==> config.mk <==
export PLATFORM = sky130hd
export DESIGN_NAME = vc_writeback_buffer
export DESIGN_NICKNAME = d
export VERILOG_FILES = /design/src/rtl/vc_writeback_buffer.sv
export SDC_FILE = /design/constraint.sdc
export NUM_CORES = 1
export LEC_CHECK = 0
export BUFFER_PORTS_ARGS = -buffer_cell sky130_fd_sc_hd__buf_2
export CORE_MARGIN = 10
export CORE_UTILIZATION = 55
export DETAILED_ROUTE_END_ITERATION = 10
export PLACE_DENSITY = 0.87
export SETUP_SLACK_MARGIN = 0.1
export SLEW_MARGIN = 20
export SYNTH_ARGS = -nofsm -noshare
export SYNTH_HDL_FRONTEND = slang
export SYNTH_SLANG_ARGS = --single-unit
==> constraint.sdc <==
create_clock -name clk -period 37.9 [get_ports clk]
set_input_delay 7.58 -clock clk [delete_from_list [all_inputs] [get_ports clk]]
set_output_delay 7.58 -clock clk [all_outputs]
set_load 0.05 [all_outputs]
==> src/rtl/vc_writeback_buffer.sv <==
// Write-back buffer behind the victim cache: queues evicted 128-bit lines,
// drains them to physical memory one at a time and answers snoops from L2 misses.
module vc_writeback_buffer #(
  parameter int DEPTH  = 2,
  parameter int ADDR_W = 12,
  parameter int DATA_W = 128
) (
  input  logic              clk,
  input  logic              reset,
  input  logic              wb_valid,
  input  logic [ADDR_W-1:0] wb_address,
  input  logic [DATA_W-1:0] wb_data,
  output logic              wb_ready,
  output logic              pmem_write,
  output logic [15:0]       pmem_address,
  output logic [DATA_W-1:0] pmem_wdata,
  input  logic              pmem_resp,
  input  logic [ADDR_W-1:0] snoop_address,
  output logic              snoop_hit,
  output logic [DATA_W-1:0] snoop_data,
  output logic              empty
);

  localparam int PTR_W = $clog2(DEPTH);
  localparam logic [PTR_W:0]   CNT_FULL = (PTR_W+1)'(DEPTH);
  localparam logic [PTR_W:0]   CNT_ONE  = (PTR_W+1)'(1);
  localparam logic [PTR_W-1:0] PTR_ONE  = PTR_W'(1);

  typedef enum logic [1:0] {IDLE, WRITE, GAP} state_t;

  state_t            state, state_nxt;
  logic [PTR_W-1:0]  head, tail;
  logic [PTR_W:0]    count, count_nxt;
  logic [DEPTH-1:0]  valid;
  logic [ADDR_W-1:0] addr_mem [DEPTH];
  logic [DATA_W-1:0] data_mem [DEPTH];

  logic              push, pop, alloc;
  logic              co_hit;
  logic [PTR_W-1:0]  co_idx;
  logic [PTR_W-1:0]  sidx;

  assign wb_ready = (count != CNT_FULL);
  assign empty    = (count == '0);
  assign push     = wb_valid && wb_ready;
  assign pop      = (state == WRITE) && pmem_resp;
  assign alloc    = push && !co_hit;

  // The head under an active write is frozen so the memory request stays stable.
  always_comb begin
    co_hit = 1'b0;
    co_idx = '0;
    for (int i = 0; i < DEPTH; i++) begin
      if (valid[i] && (addr_mem[i] == wb_address) &&
          !((PTR_W'(i) == head) && (state == WRITE))) begin
        co_hit = 1'b1;
        co_idx = PTR_W'(i);
      end
    end
  end

  // Walk from oldest to newest so the newest matching copy wins.
  always_comb begin
    snoop_hit  = 1'b0;
    snoop_data = '0;
    sidx       = head;
    for (int i = 0; i < DEPTH; i++) begin
      sidx = head + PTR_W'(i);
      if (valid[sidx] && (addr_mem[sidx] == snoop_address)) begin
        snoop_hit  = 1'b1;
        snoop_data = data_mem[sidx];
      end
    end
  end

  always_comb begin
    count_nxt = count;
    case ({alloc, pop})
      2'b10:   count_nxt = count + CNT_ONE;
      2'b01:   count_nxt = count - CNT_ONE;
      default: count_nxt = count;
    endcase
  end

  always_comb begin
    state_nxt    = state;
    pmem_write   = 1'b0;
    pmem_address = '0;
    pmem_wdata   = '0;
    case (state)
      IDLE: begin
        if (count != '0) state_nxt = WRITE;
      end
      WRITE: begin
        pmem_write   = 1'b1;
        pmem_address = {addr_mem[head], 4'b0000};
        pmem_wdata   = data_mem[head];
        if (pmem_resp) state_nxt = GAP;
      end
      GAP: begin
        state_nxt = IDLE;
      end
      default: state_nxt = IDLE;
    endcase
  end

  always_ff @(posedge clk) begin
    if (reset) begin
      state <= IDLE;
      head  <= '0;
      tail  <= '0;
      count <= '0;
      valid <= '0;
    end else begin
      state <= state_nxt;
      count <= count_nxt;
      if (alloc) begin
        valid[tail] <= 1'b1;
        tail        <= tail + PTR_ONE;
      end
      if (pop) begin
        valid[head] <= 1'b0;
        head        <= head + PTR_ONE;
      end
    end
  end

  // Line storage carries no reset; the valid bits decide what is live.
  always_ff @(posedge clk) begin
    if (push) begin
      if (co_hit) begin
        data_mem[co_idx] <= wb_data;
      end else begin
        addr_mem[tail] <= wb_address;
        data_mem[tail] <= wb_data;
      end
    end
  end

endmodule

==> results of run 1 <==
## cells by family after synthesis
| logic type | Yosys count | synth area share |
|---|---|---|
| AO/OA/AOI/OAI | 141 | 0.0933 |
| XOR/XNOR | 51 | 0.0340 |
| adder cells (fa/ha/maj) | 1 | 0.000953 |
| buffers and inverters | 71 | 0.0404 |
| flip-flops | 289 | 0.654 |
| multiplexers | 155 | 0.119 |
| other | 1 | 0.000286 |
| AND/OR/NAND/NOR | 181 | 0.0580 |
## power by group through the flow
stage / clock network, W / logic [W] / registers [W]
after global placement: 0 / 0.000395 / 0.000433
final: 0.000295 / 0.000399 / 0.000430
after CTS: 0.000298 / 0.000400 / 0.000430
after floorplan: 0 / 0.000306 / 0.000433
after global routing: 0.000311 / 0.000419 / 0.000435
after detailed placement: 0 / 0.000399 / 0.000436
## registers in the layout, indices dropped and copies added (netlist names), named ones only
register / count
tail: 1
count: 2
data_mem: 256
addr_mem: 24
state: 2
head: 1
valid: 2
## area by class of cell
| cell class | count | share of cell area |
|---|---|---|
| antenna | 12 | 0.00184 |
| clock buffer | 30 | 0.0447 |
| clock inverter | 24 | 0.0162 |
| inverter | 4 | 0.000920 |
| multi-input combinational | 533 | 0.250 |
| sequential | 289 | 0.526 |
| tap | 319 | 0.0245 |
| timing repair buffer | 438 | 0.136 |
## layout by cell type (no fill, tap or decap), drive strengths merged, types with 2 or more instances in the layout
| master | instances |
|---|---|
| buf | 438 |
| diode | 12 |
| xnor2 | 50 |
| bufinv | 5 |
| nor3 | 7 |
| inv | 5 |
| nor2 | 148 |
| nor4 | 6 |
| conb | 4 |
| nand4 | 8 |
| edfxtp | 280 |
| clkinvlp | 3 |
| clkinv | 15 |
| o21a | 2 |
| a2111oi | 2 |
| dfxtp | 9 |
| clkbuf | 30 |
| nand2 | 5 |
| mux2i | 155 |
| nand2b | 4 |
| a22o | 128 |
| a21oi | 6 |
| o2111ai | 2 |
## critical path: cells and delay by family
family	cells	cell delay (ps)
AOI/OAI and AO/OA	2	650
buffers and inverters	3	1100
muxes	1	230
xor gates and xnor gates	1	150
and+or+nand+nor	1	270
## how the worst min path moves through the flow
stage,depth (start not counted),slack [ps],endpoint
after detailed placement,1,430,state[0]
after CTS,1,440,state[0]
after floorplan,1,390,state[0]
final,1,430,state[0]
after global placement,1,400,state[0]
after global routing,1,450,state[0]
## metrics by stage
step           power, W  instance area, µm²  instances  hold slack [ps]
2_1_floorplan  0.000739               13100        893              389
3_3_place_gp   0.000828               15300       1583              404
3_5_place_dp   0.000835               15300       1583              432
4_1_cts         0.00113               16300       1637              439
5_1_grt         0.00116               16300       1648              453
6_report        0.00112               16300       1649              431
## routing by layer
layer / GRT usage / share of wire / up-vias
met5: 0 / 0.00069 / -
met4: 0.116 / 0.049 / 4
met3: 0.0704 / 0.094 / 116
met2: 0.429 / 0.52 / 508
met1: 0.268 / 0.34 / 4664
li1: - / - / 4234
## Yosys cell counts (2+ instances only)
cell type	n
buf_6	7
nand4_1	7
dfxtp_1	9
nand2_1	5
o21a_1	2
nor3_1	7
nand2b_1	4
xnor2_1	50
mux2i_1	153
mux2i_2	2
buf_12	11
nor2_1	148
buf_1	12
a22o_1	128
edfxtp_1	280
inv_1	4
clkbuf_1	19
nor4_2	2
a21oi_1	6
o2111ai_1	2
nor4_1	4
buf_2	14
buf_4	4
==> flow_metrics.env, run 1 <==
export IMPL_worst_setup_path_start_kind="primary input"
export IMPL_path_cells="buf_2, xnor2_1, a2111oi_4, nand4_2, mux2i_4, buf_4, a22o_1, buf_2"
export IMPL_cts_root_buf="clkbuf_16"
export IMPL_grt_max_degree=76
export IMPL_cap_viol_max_count=0
export IMPL_p_per_area_mw_per_mm2=68.9
export IMPL_layout_drive_gt1_share=0.377
export IMPL_clk_latency_ps=550
export IMPL_dp_hpwl_um=27400
export IMPL_drtIter0Drc=729
export IMPL_cp_endpoint="snoop_data[96]"
export IMPL_worstHoldStart="state[1]"
export IMPL_cts_hold_buf=0
export IMPL_cp_max_fo=75
export IMPL_setup_viol=0
export IMPL_grt_pass1_vias=9936
export IMPL_hold_viol=0
export IMPL_endpoint_kind="primary output"
export IMPL_place_ws_ps=20310
export IMPL_r2r_end="data_mem[0][77]"
export IMPL_p_int_w=0.000672
export IMPL_synth_area_leaders="edfxtp_1, mux2i_1, a22o_1"
export IMPL_cpPeakStageDelay_ps=710
export IMPL_fin_ws_ps=20240
export IMPL_p_sw_w=0.000452
export IMPL_area_delta_synth_final_pct=24.4
export IMPL_skew_ps=25.3
export IMPL_status="complete, no violations"
export IMPL_io_buffers=427
export IMPL_routabilityCongestion=0.921
export IMPL_worstSetupStartpoint="snoop_address[7]"
export IMPL_clock_sinks=289
export IMPL_ff2ff_setup_slack_ps=32050
export IMPL_maxSlewHeadroom=0.277
export IMPL_drcViolationCount=0
export IMPL_multi_input_area_mm2=0.00408
export IMPL_die_h_um=174
export IMPL_crit_arrival_ps=10080
export IMPL_initial_core_util=0.559
export IMPL_netlist_area_mm2=0.0131
export IMPL_yosysTopAreaCellShare=0.641
export IMPL_die_x_um=174
export IMPL_p_comb_frac=0.355
export IMPL_async_flop_share=0
export IMPL_synth_seq_cells=289
export IMPL_routed_wl_um=39300
export IMPL_grt_overflow=0
export IMPL_swShare=0.402
export IMPL_synth_area_per_cell_um2=14.7
export IMPL_rsz0062_at_grt="no"
export IMPL_final_seq_area_mm2=0.00859
export IMPL_synth_cell_types=33
export IMPL_track_usage=0.245
export IMPL_io_pins=432
export IMPL_r2r_start="state[1]"
export IMPL_postSynthCellCount=890
export IMPL_timing_fmax_mhz=56.6
export IMPL_yosysTopAreaCell="edfxtp_1"
export IMPL_p_leak_nw=6.57
export IMPL_tightest_slew_ps=1080
export IMPL_critPathKind="in -> out"
export IMPL_vias_per_cell=5.78
export IMPL_tns_ps=0
export IMPL_via_count=9526
export IMPL_cts_htree_levels=1
export IMPL_crit_top_cell="buf_2"
export IMPL_dr_pass1_iters=5
export IMPL_antenna_left=0
export IMPL_synthFlopType="edfxtp_1"
export IMPL_hp_class="reg -> reg"
export IMPL_seq_power_share=0.383
export IMPL_dieArea_mm2=0.0304
export IMPL_clk_pin_slew_ps=60
export IMPL_cts_resized=0
export IMPL_vdd_ir_drop_max_v=0.0000559
export IMPL_p_clk_frac=0.263
export IMPL_fin_nets=1452
export IMPL_cp_slowest_cell="buf_4"
export IMPL_final_core_util=0.695
export IMPL_ys_warn_count=0
export IMPL_post_cts_setup_buffer_count=0
export IMPL_min_period_ps=17660
export IMPL_cts_tree="yes"
export IMPL_cp_data_required_time_ps=30320
export IMPL_reg2regPathDepth=9
export IMPL_clk_path_buf_depth=3
export IMPL_n_fill_cell=1591
export IMPL_synth_edff_count=280
export IMPL_rows=56
export IMPL_routedWlPerCell_um=23.8
export IMPL_grt_pass1_wl_um=58500
export IMPL_antenna_found_initial=14
export IMPL_numCtsBuffers=29
export IMPL_slew_viol_final=0
export IMPL_core_region_area_mm2=0.0235
export IMPL_finalCritPeriodShare=0.466
export IMPL_seq_area_frac_synth=0.654
No activity file was read; power rests on OpenSTA's default activity.
==> inputs of run 2 (changes only) <==
Settings changed: CORE_UTILIZATION 55 to 51, PLACE_DENSITY 0.87 to 0.81.
Clock period 37.9 ns to 18.4 ns, I/O delays scaled along.
==> flow_metrics.env, run 2 (same netlist as run 1, synthesis figures left out) <==
export IMPL_hp_class="reg -> reg"
export IMPL_clk_path_buf_depth=3
export IMPL_most_common_layout_cells="buf_2, edfxtp_1, mux2i_1, nor2_1, a22o_1"
export IMPL_initial_core_util=0.520
export IMPL_p_leak_nw=6.58
export IMPL_grt_overflow=0
export IMPL_antenna_left=0
export IMPL_via_count=9402
export IMPL_seq_power_share=0.385
export IMPL_area_delta_synth_final_pct=24.6
export IMPL_slew_viol_final=0
export IMPL_rsz0062_at_grt="no"
export IMPL_timing_fmax_mhz=101
export IMPL_p_per_area_mw_per_mm2=141
export IMPL_min_period_ps=9870
export IMPL_p_clk_frac=0.261
export IMPL_clk_pin_slew_ps=60
export IMPL_tightest_slew_ps=1110
export IMPL_reg_top3="data_mem: 256 flops, addr_mem: 24 flops"
export IMPL_grt_pass1_wl_um=57600
export IMPL_dpl_cell_area_mm2=0.0153
export IMPL_worst_setup_path_start_kind="primary input"
export IMPL_skew_ps=10.4
export IMPL_crit_arrival_ps=6190
export IMPL_multi_input_area_mm2=0.00408
export IMPL_fin_nets=1452
export IMPL_grt_max_degree=78
export IMPL_numCtsBuffers=29
export IMPL_fin_ws_ps=8530
export IMPL_drtIter0Drc=675
export IMPL_cp_data_required_time_ps=14720
export IMPL_top_register="data_mem"
export IMPL_clk_latency_ps=530
export IMPL_routedWlPerCell_um=23.3
export IMPL_final_seq_area_mm2=0.00859
export IMPL_cts_hold_buf=0
export IMPL_critPathKind="in -> out"
export IMPL_cap_viol_max_count=0
export IMPL_p_int_w=0.00139
export IMPL_endpoint_kind="primary output"
export IMPL_io_buffers=427
export IMPL_final_common_cell="buf_2"
export IMPL_core_region_area_mm2=0.0253
export IMPL_p_comb_frac=0.355
export IMPL_track_usage=0.223
export IMPL_n_fill_cell=1910
export IMPL_cp_max_fo=71
export IMPL_dr_pass1_iters=5
export IMPL_final_core_util=0.648
export IMPL_finalCritPeriodShare=0.536
export IMPL_status="complete, no violations"
export IMPL_hold_viol=0
export IMPL_fin_area_mm2=0.0164
export IMPL_swShare=0.398
export IMPL_place_ws_ps=8560
export IMPL_vias_per_cell=5.64
export IMPL_cts_root_buf="clkbuf_16"
export IMPL_tns_ps=0
export IMPL_clock_sinks=289
export IMPL_cts_resized=0
export IMPL_setup_viol=0
export IMPL_cts_htree_levels=1
export IMPL_drcViolationCount=0
export IMPL_maxSlewHeadroom=0.257
export IMPL_cts_tree="yes"
export IMPL_vdd_ir_drop_max_v=0.000130
export IMPL_antenna_found_initial=22
export IMPL_routed_wl_um=38800
export IMPL_p_sw_w=0.000916
export IMPL_dieArea_mm2=0.0326
export IMPL_dp_hpwl_um=27600
export IMPL_die_h_um=180
export IMPL_die_x_um=180
export IMPL_routabilityCongestion=0.923
export IMPL_io_pins=432
export IMPL_grt_pass1_vias=9740
export IMPL_largest_reg_flops=256
export IMPL_post_cts_setup_buffer_count=0
export IMPL_rows=58
export IMPL_layout_drive_gt1_share=0.377
run 2: changes by cell type in the layout (fill, tap and decap cells not counted), sizes merged:
cell | before | now
bufinv | 5 | 4
clkinvlp | 3 | 2
diode | 12 | 19
clkbuf | 30 | 35
clkinv | 15 | 11
run 2: final timing paths:
kind	start	end	slack, ps	depth (start not counted)
setup reg to reg	state[1]	data_mem[0][54]	12680	9
hold reg to reg	state[1]	state[0]	460	1
setup / recovery	snoop_address[6]	snoop_data[90]	8530	8
hold / removal	state[1]	state[0]	460	1
run 2: metrics by stage:
stage               hold slack (ps)  total power (W)  instances
global route                    468          0.00240       1665
detailed placement              431          0.00172       1594
floorplan                       389          0.00152        893
finish                          457          0.00231       1666
global placement                404          0.00171       1594
CTS                             445          0.00232       1647
run 2: final cells by class:
class	instances	area share
clock buffers	35	0.0488
diodes	19	0.00291
clock inverters	18	0.0120
well taps	330	0.0252
multi-input cells	533	0.249
repair buffers	438	0.136
flip-flops and latches	289	0.525
inverters	4	0.000918
run 2: per-layer routing:
layer | up-vias | part of all wire | routed length [µm] | global-route usage
li1 | 4227 | - | - | -
met1 | 4592 | 0.35 | 13700 | 0.247
met2 | 467 | 0.51 | 19900 | 0.379
met3 | 110 | 0.087 | 3380 | 0.0657
met4 | 6 | 0.046 | 1790 | 0.122
met5 | - | 0.00077 | 30 | 0
run 2: power by group through the flow:
stage	logic (W)	registers (W)	clock network, W
global placement	0.000816	0.000893	0
detailed placement	0.000821	0.000900	0
floorplan	0.000629	0.000892	0
CTS	0.000824	0.000886	0.000613
global route	0.000863	0.000897	0.000639
finish	0.000818	0.000887	0.000601
run 2: critical path, cell delays in order:
cell and delay (ps):
buf_2 110, xnor2_1 130, nor4_1 420, nand4_2 280, mux2i_4 230, buf_4 650
a22o_1 270, buf_2 280
==> inputs of run 3 (changes only) <==
Settings changed: CORE_UTILIZATION 51 to 46, PLACE_DENSITY 0.81 to 0.78.
Clock period 18.4 ns to 8.2 ns, I/O delays scaled along.
==> flow_metrics.env, run 3 (same netlist as run 1, synthesis figures left out) <==
export IMPL_clk_latency_ps=540
export IMPL_worst_setup_path_start_kind="register"
export IMPL_hp_class="reg -> reg"
export IMPL_hold_viol=0
export IMPL_maxSlewHeadroom=0.263
export IMPL_fin_ws_ps=2160
export IMPL_cts_root_buf="clkbuf_16"
export IMPL_critPathKind="reg -> out"
export IMPL_reg2regPathDepth=7
export IMPL_area_delta_synth_final_pct=24.2
export IMPL_cp_data_required_time_ps=6560
export IMPL_numCtsBuffers=29
export IMPL_antenna_left=0
export IMPL_cap_viol_max_count=0
export IMPL_vias_per_cell=5.42
export IMPL_status="complete, no violations"
export IMPL_largest_reg_flops=256
export IMPL_top_register="data_mem"
export IMPL_p_per_area_mw_per_mm2=310
export IMPL_core_region_area_mm2=0.0279
export IMPL_cts_hold_buf=0
export IMPL_skew_ps=9.87
export IMPL_clk_path_buf_depth=3
export IMPL_grt_pass1_vias=9733
export IMPL_cp_max_fo=82
export IMPL_cts_htree_levels=1
export IMPL_p_leak_nw=6.54
export IMPL_track_usage=0.204
export IMPL_dp_hpwl_um=27700
export IMPL_routed_wl_um=38600
export IMPL_die_x_um=189
export IMPL_io_buffers=427
export IMPL_dr_pass1_iters=4
export IMPL_min_period_ps=6040
export IMPL_ff2ff_setup_slack_ps=3540
export IMPL_post_cts_setup_buffer_count=0
export IMPL_fin_nets=1452
export IMPL_via_count=9232
export IMPL_initial_core_util=0.470
export IMPL_placed_cells=1642
export IMPL_endpoint_kind="primary output"
export IMPL_cts_resized=0
export IMPL_layout_drive_gt1_share=0.374
export IMPL_grt_overflow=0
export IMPL_place_ws_ps=2350
export IMPL_routedWlPerCell_um=22.7
export IMPL_r2r_start="head"
export IMPL_rows=61
export IMPL_slew_viol_final=0
export IMPL_io_pins=432
export IMPL_worstHoldStart="state[1]"
export IMPL_reg_top3="data_mem: 256 flops, addr_mem: 24 flops"
export IMPL_drtIter0Drc=509
export IMPL_antenna_found_initial=9
export IMPL_hold_end="state[0]"
export IMPL_grt_max_degree=93
export IMPL_die_h_um=189
export IMPL_rsz0062_at_grt="no"
export IMPL_setup_viol=0
export IMPL_timing_fmax_mhz=166
export IMPL_whs_path_depth=1
export IMPL_most_common_layout_cells="buf_2, edfxtp_1, mux2i_1, nor2_1, a22o_1"
export IMPL_clock_sinks=289
export IMPL_tightest_slew_ps=1100
export IMPL_finalCritPeriodShare=0.736
export IMPL_final_common_cell="buf_2"
export IMPL_vdd_ir_drop_max_v=0.000230
export IMPL_cts_tree="yes"
export IMPL_fin_cells=1702
export IMPL_dieArea_mm2=0.0357
export IMPL_grt_pass1_wl_um=57900
export IMPL_crit_arrival_ps=4400
export IMPL_routabilityCongestion=0.871
export IMPL_r2r_end="data_mem[0][13]"
export IMPL_drcViolationCount=0
export IMPL_clk_pin_slew_ps=60
## run 3: changes by cell type in the layout (fill, tap and decap cells not counted), moves of 2 or more
| cell | previous run | this run |
|---|---|---|
| diode_2 | 19 | 8 |
| clkbuf_8 | 5 | 0 |
| clkinv_1 | 5 | 8 |
| clkinv_2 | 5 | 8 |
| bufinv_16 | 4 | 2 |
| clkbuf_1 | 1 | 3 |
## run 3: critical path, cell delays in order (launching register included)
cell and delay [ps]:
dfxtp_1 1050, mux2i_1 380, xnor2_1 150, a2111oi_4 360, nand4_2 270, mux2i_4 220, buf_4 700, a22o_1 290
buf_2 280
## run 3: area by class of cell
type                       instances  area, µm²
antenna                            8       20.0
clock buffer                      32        737
clock inverter                    20        146
fill                            2255      11600
inverter                           4       15.0
multi-input combinational        533       4090
sequential                       289       8590
tap                              378        473
timing repair buffer             438       2230
## run 3: routing by layer
| metal | global-route usage | vias to the layer above | wire length, µm |
|---|---|---|---|
| met4 | 0.0839 | 0 | 1540 |
| met5 | 0 | - | 0 |
| met1 | 0.225 | 4506 | 13800 |
| met2 | 0.353 | 423 | 19500 |
| li1 | - | 4216 | - |
| met3 | 0.0695 | 87 | 3750 |
## run 3: how the worst max path moves through the flow
stage,from,to,slack [ps],cells past startpoint
2_1_floorplan,wb_address[1],data_mem[0][0],-250,6
3_3_place_gp,wb_address[0],data_mem[0][105],2460,8
3_5_place_dp,wb_address[8],data_mem[0][102],2350,8
4_1_cts,head,snoop_data[49],2190,8
5_1_grt,head,snoop_data[49],1930,8
6_report,head,snoop_data[49],2160,8
## run 3: through the flow
stage	power (W)	hold WS (ps)	util	area (µm²)	TNS (ps)
5_1_grt	0.00527	457	0.583	16300	0
3_3_place_gp	0.00384	408	0.551	15400	0
2_1_floorplan	0.00340	389	-	13100	-63480
6_report	0.00506	419	0.584	16300	0
4_1_cts	0.00510	425	0.583	16300	0
3_5_place_dp	0.00387	416	0.551	15400	0
## run 3: power by group
part           internal (W)  switching, W
Combinational      0.000445       0.00138
Clock              0.000704      0.000530
Sequential          0.00186      0.000146
Total               0.00300       0.00206
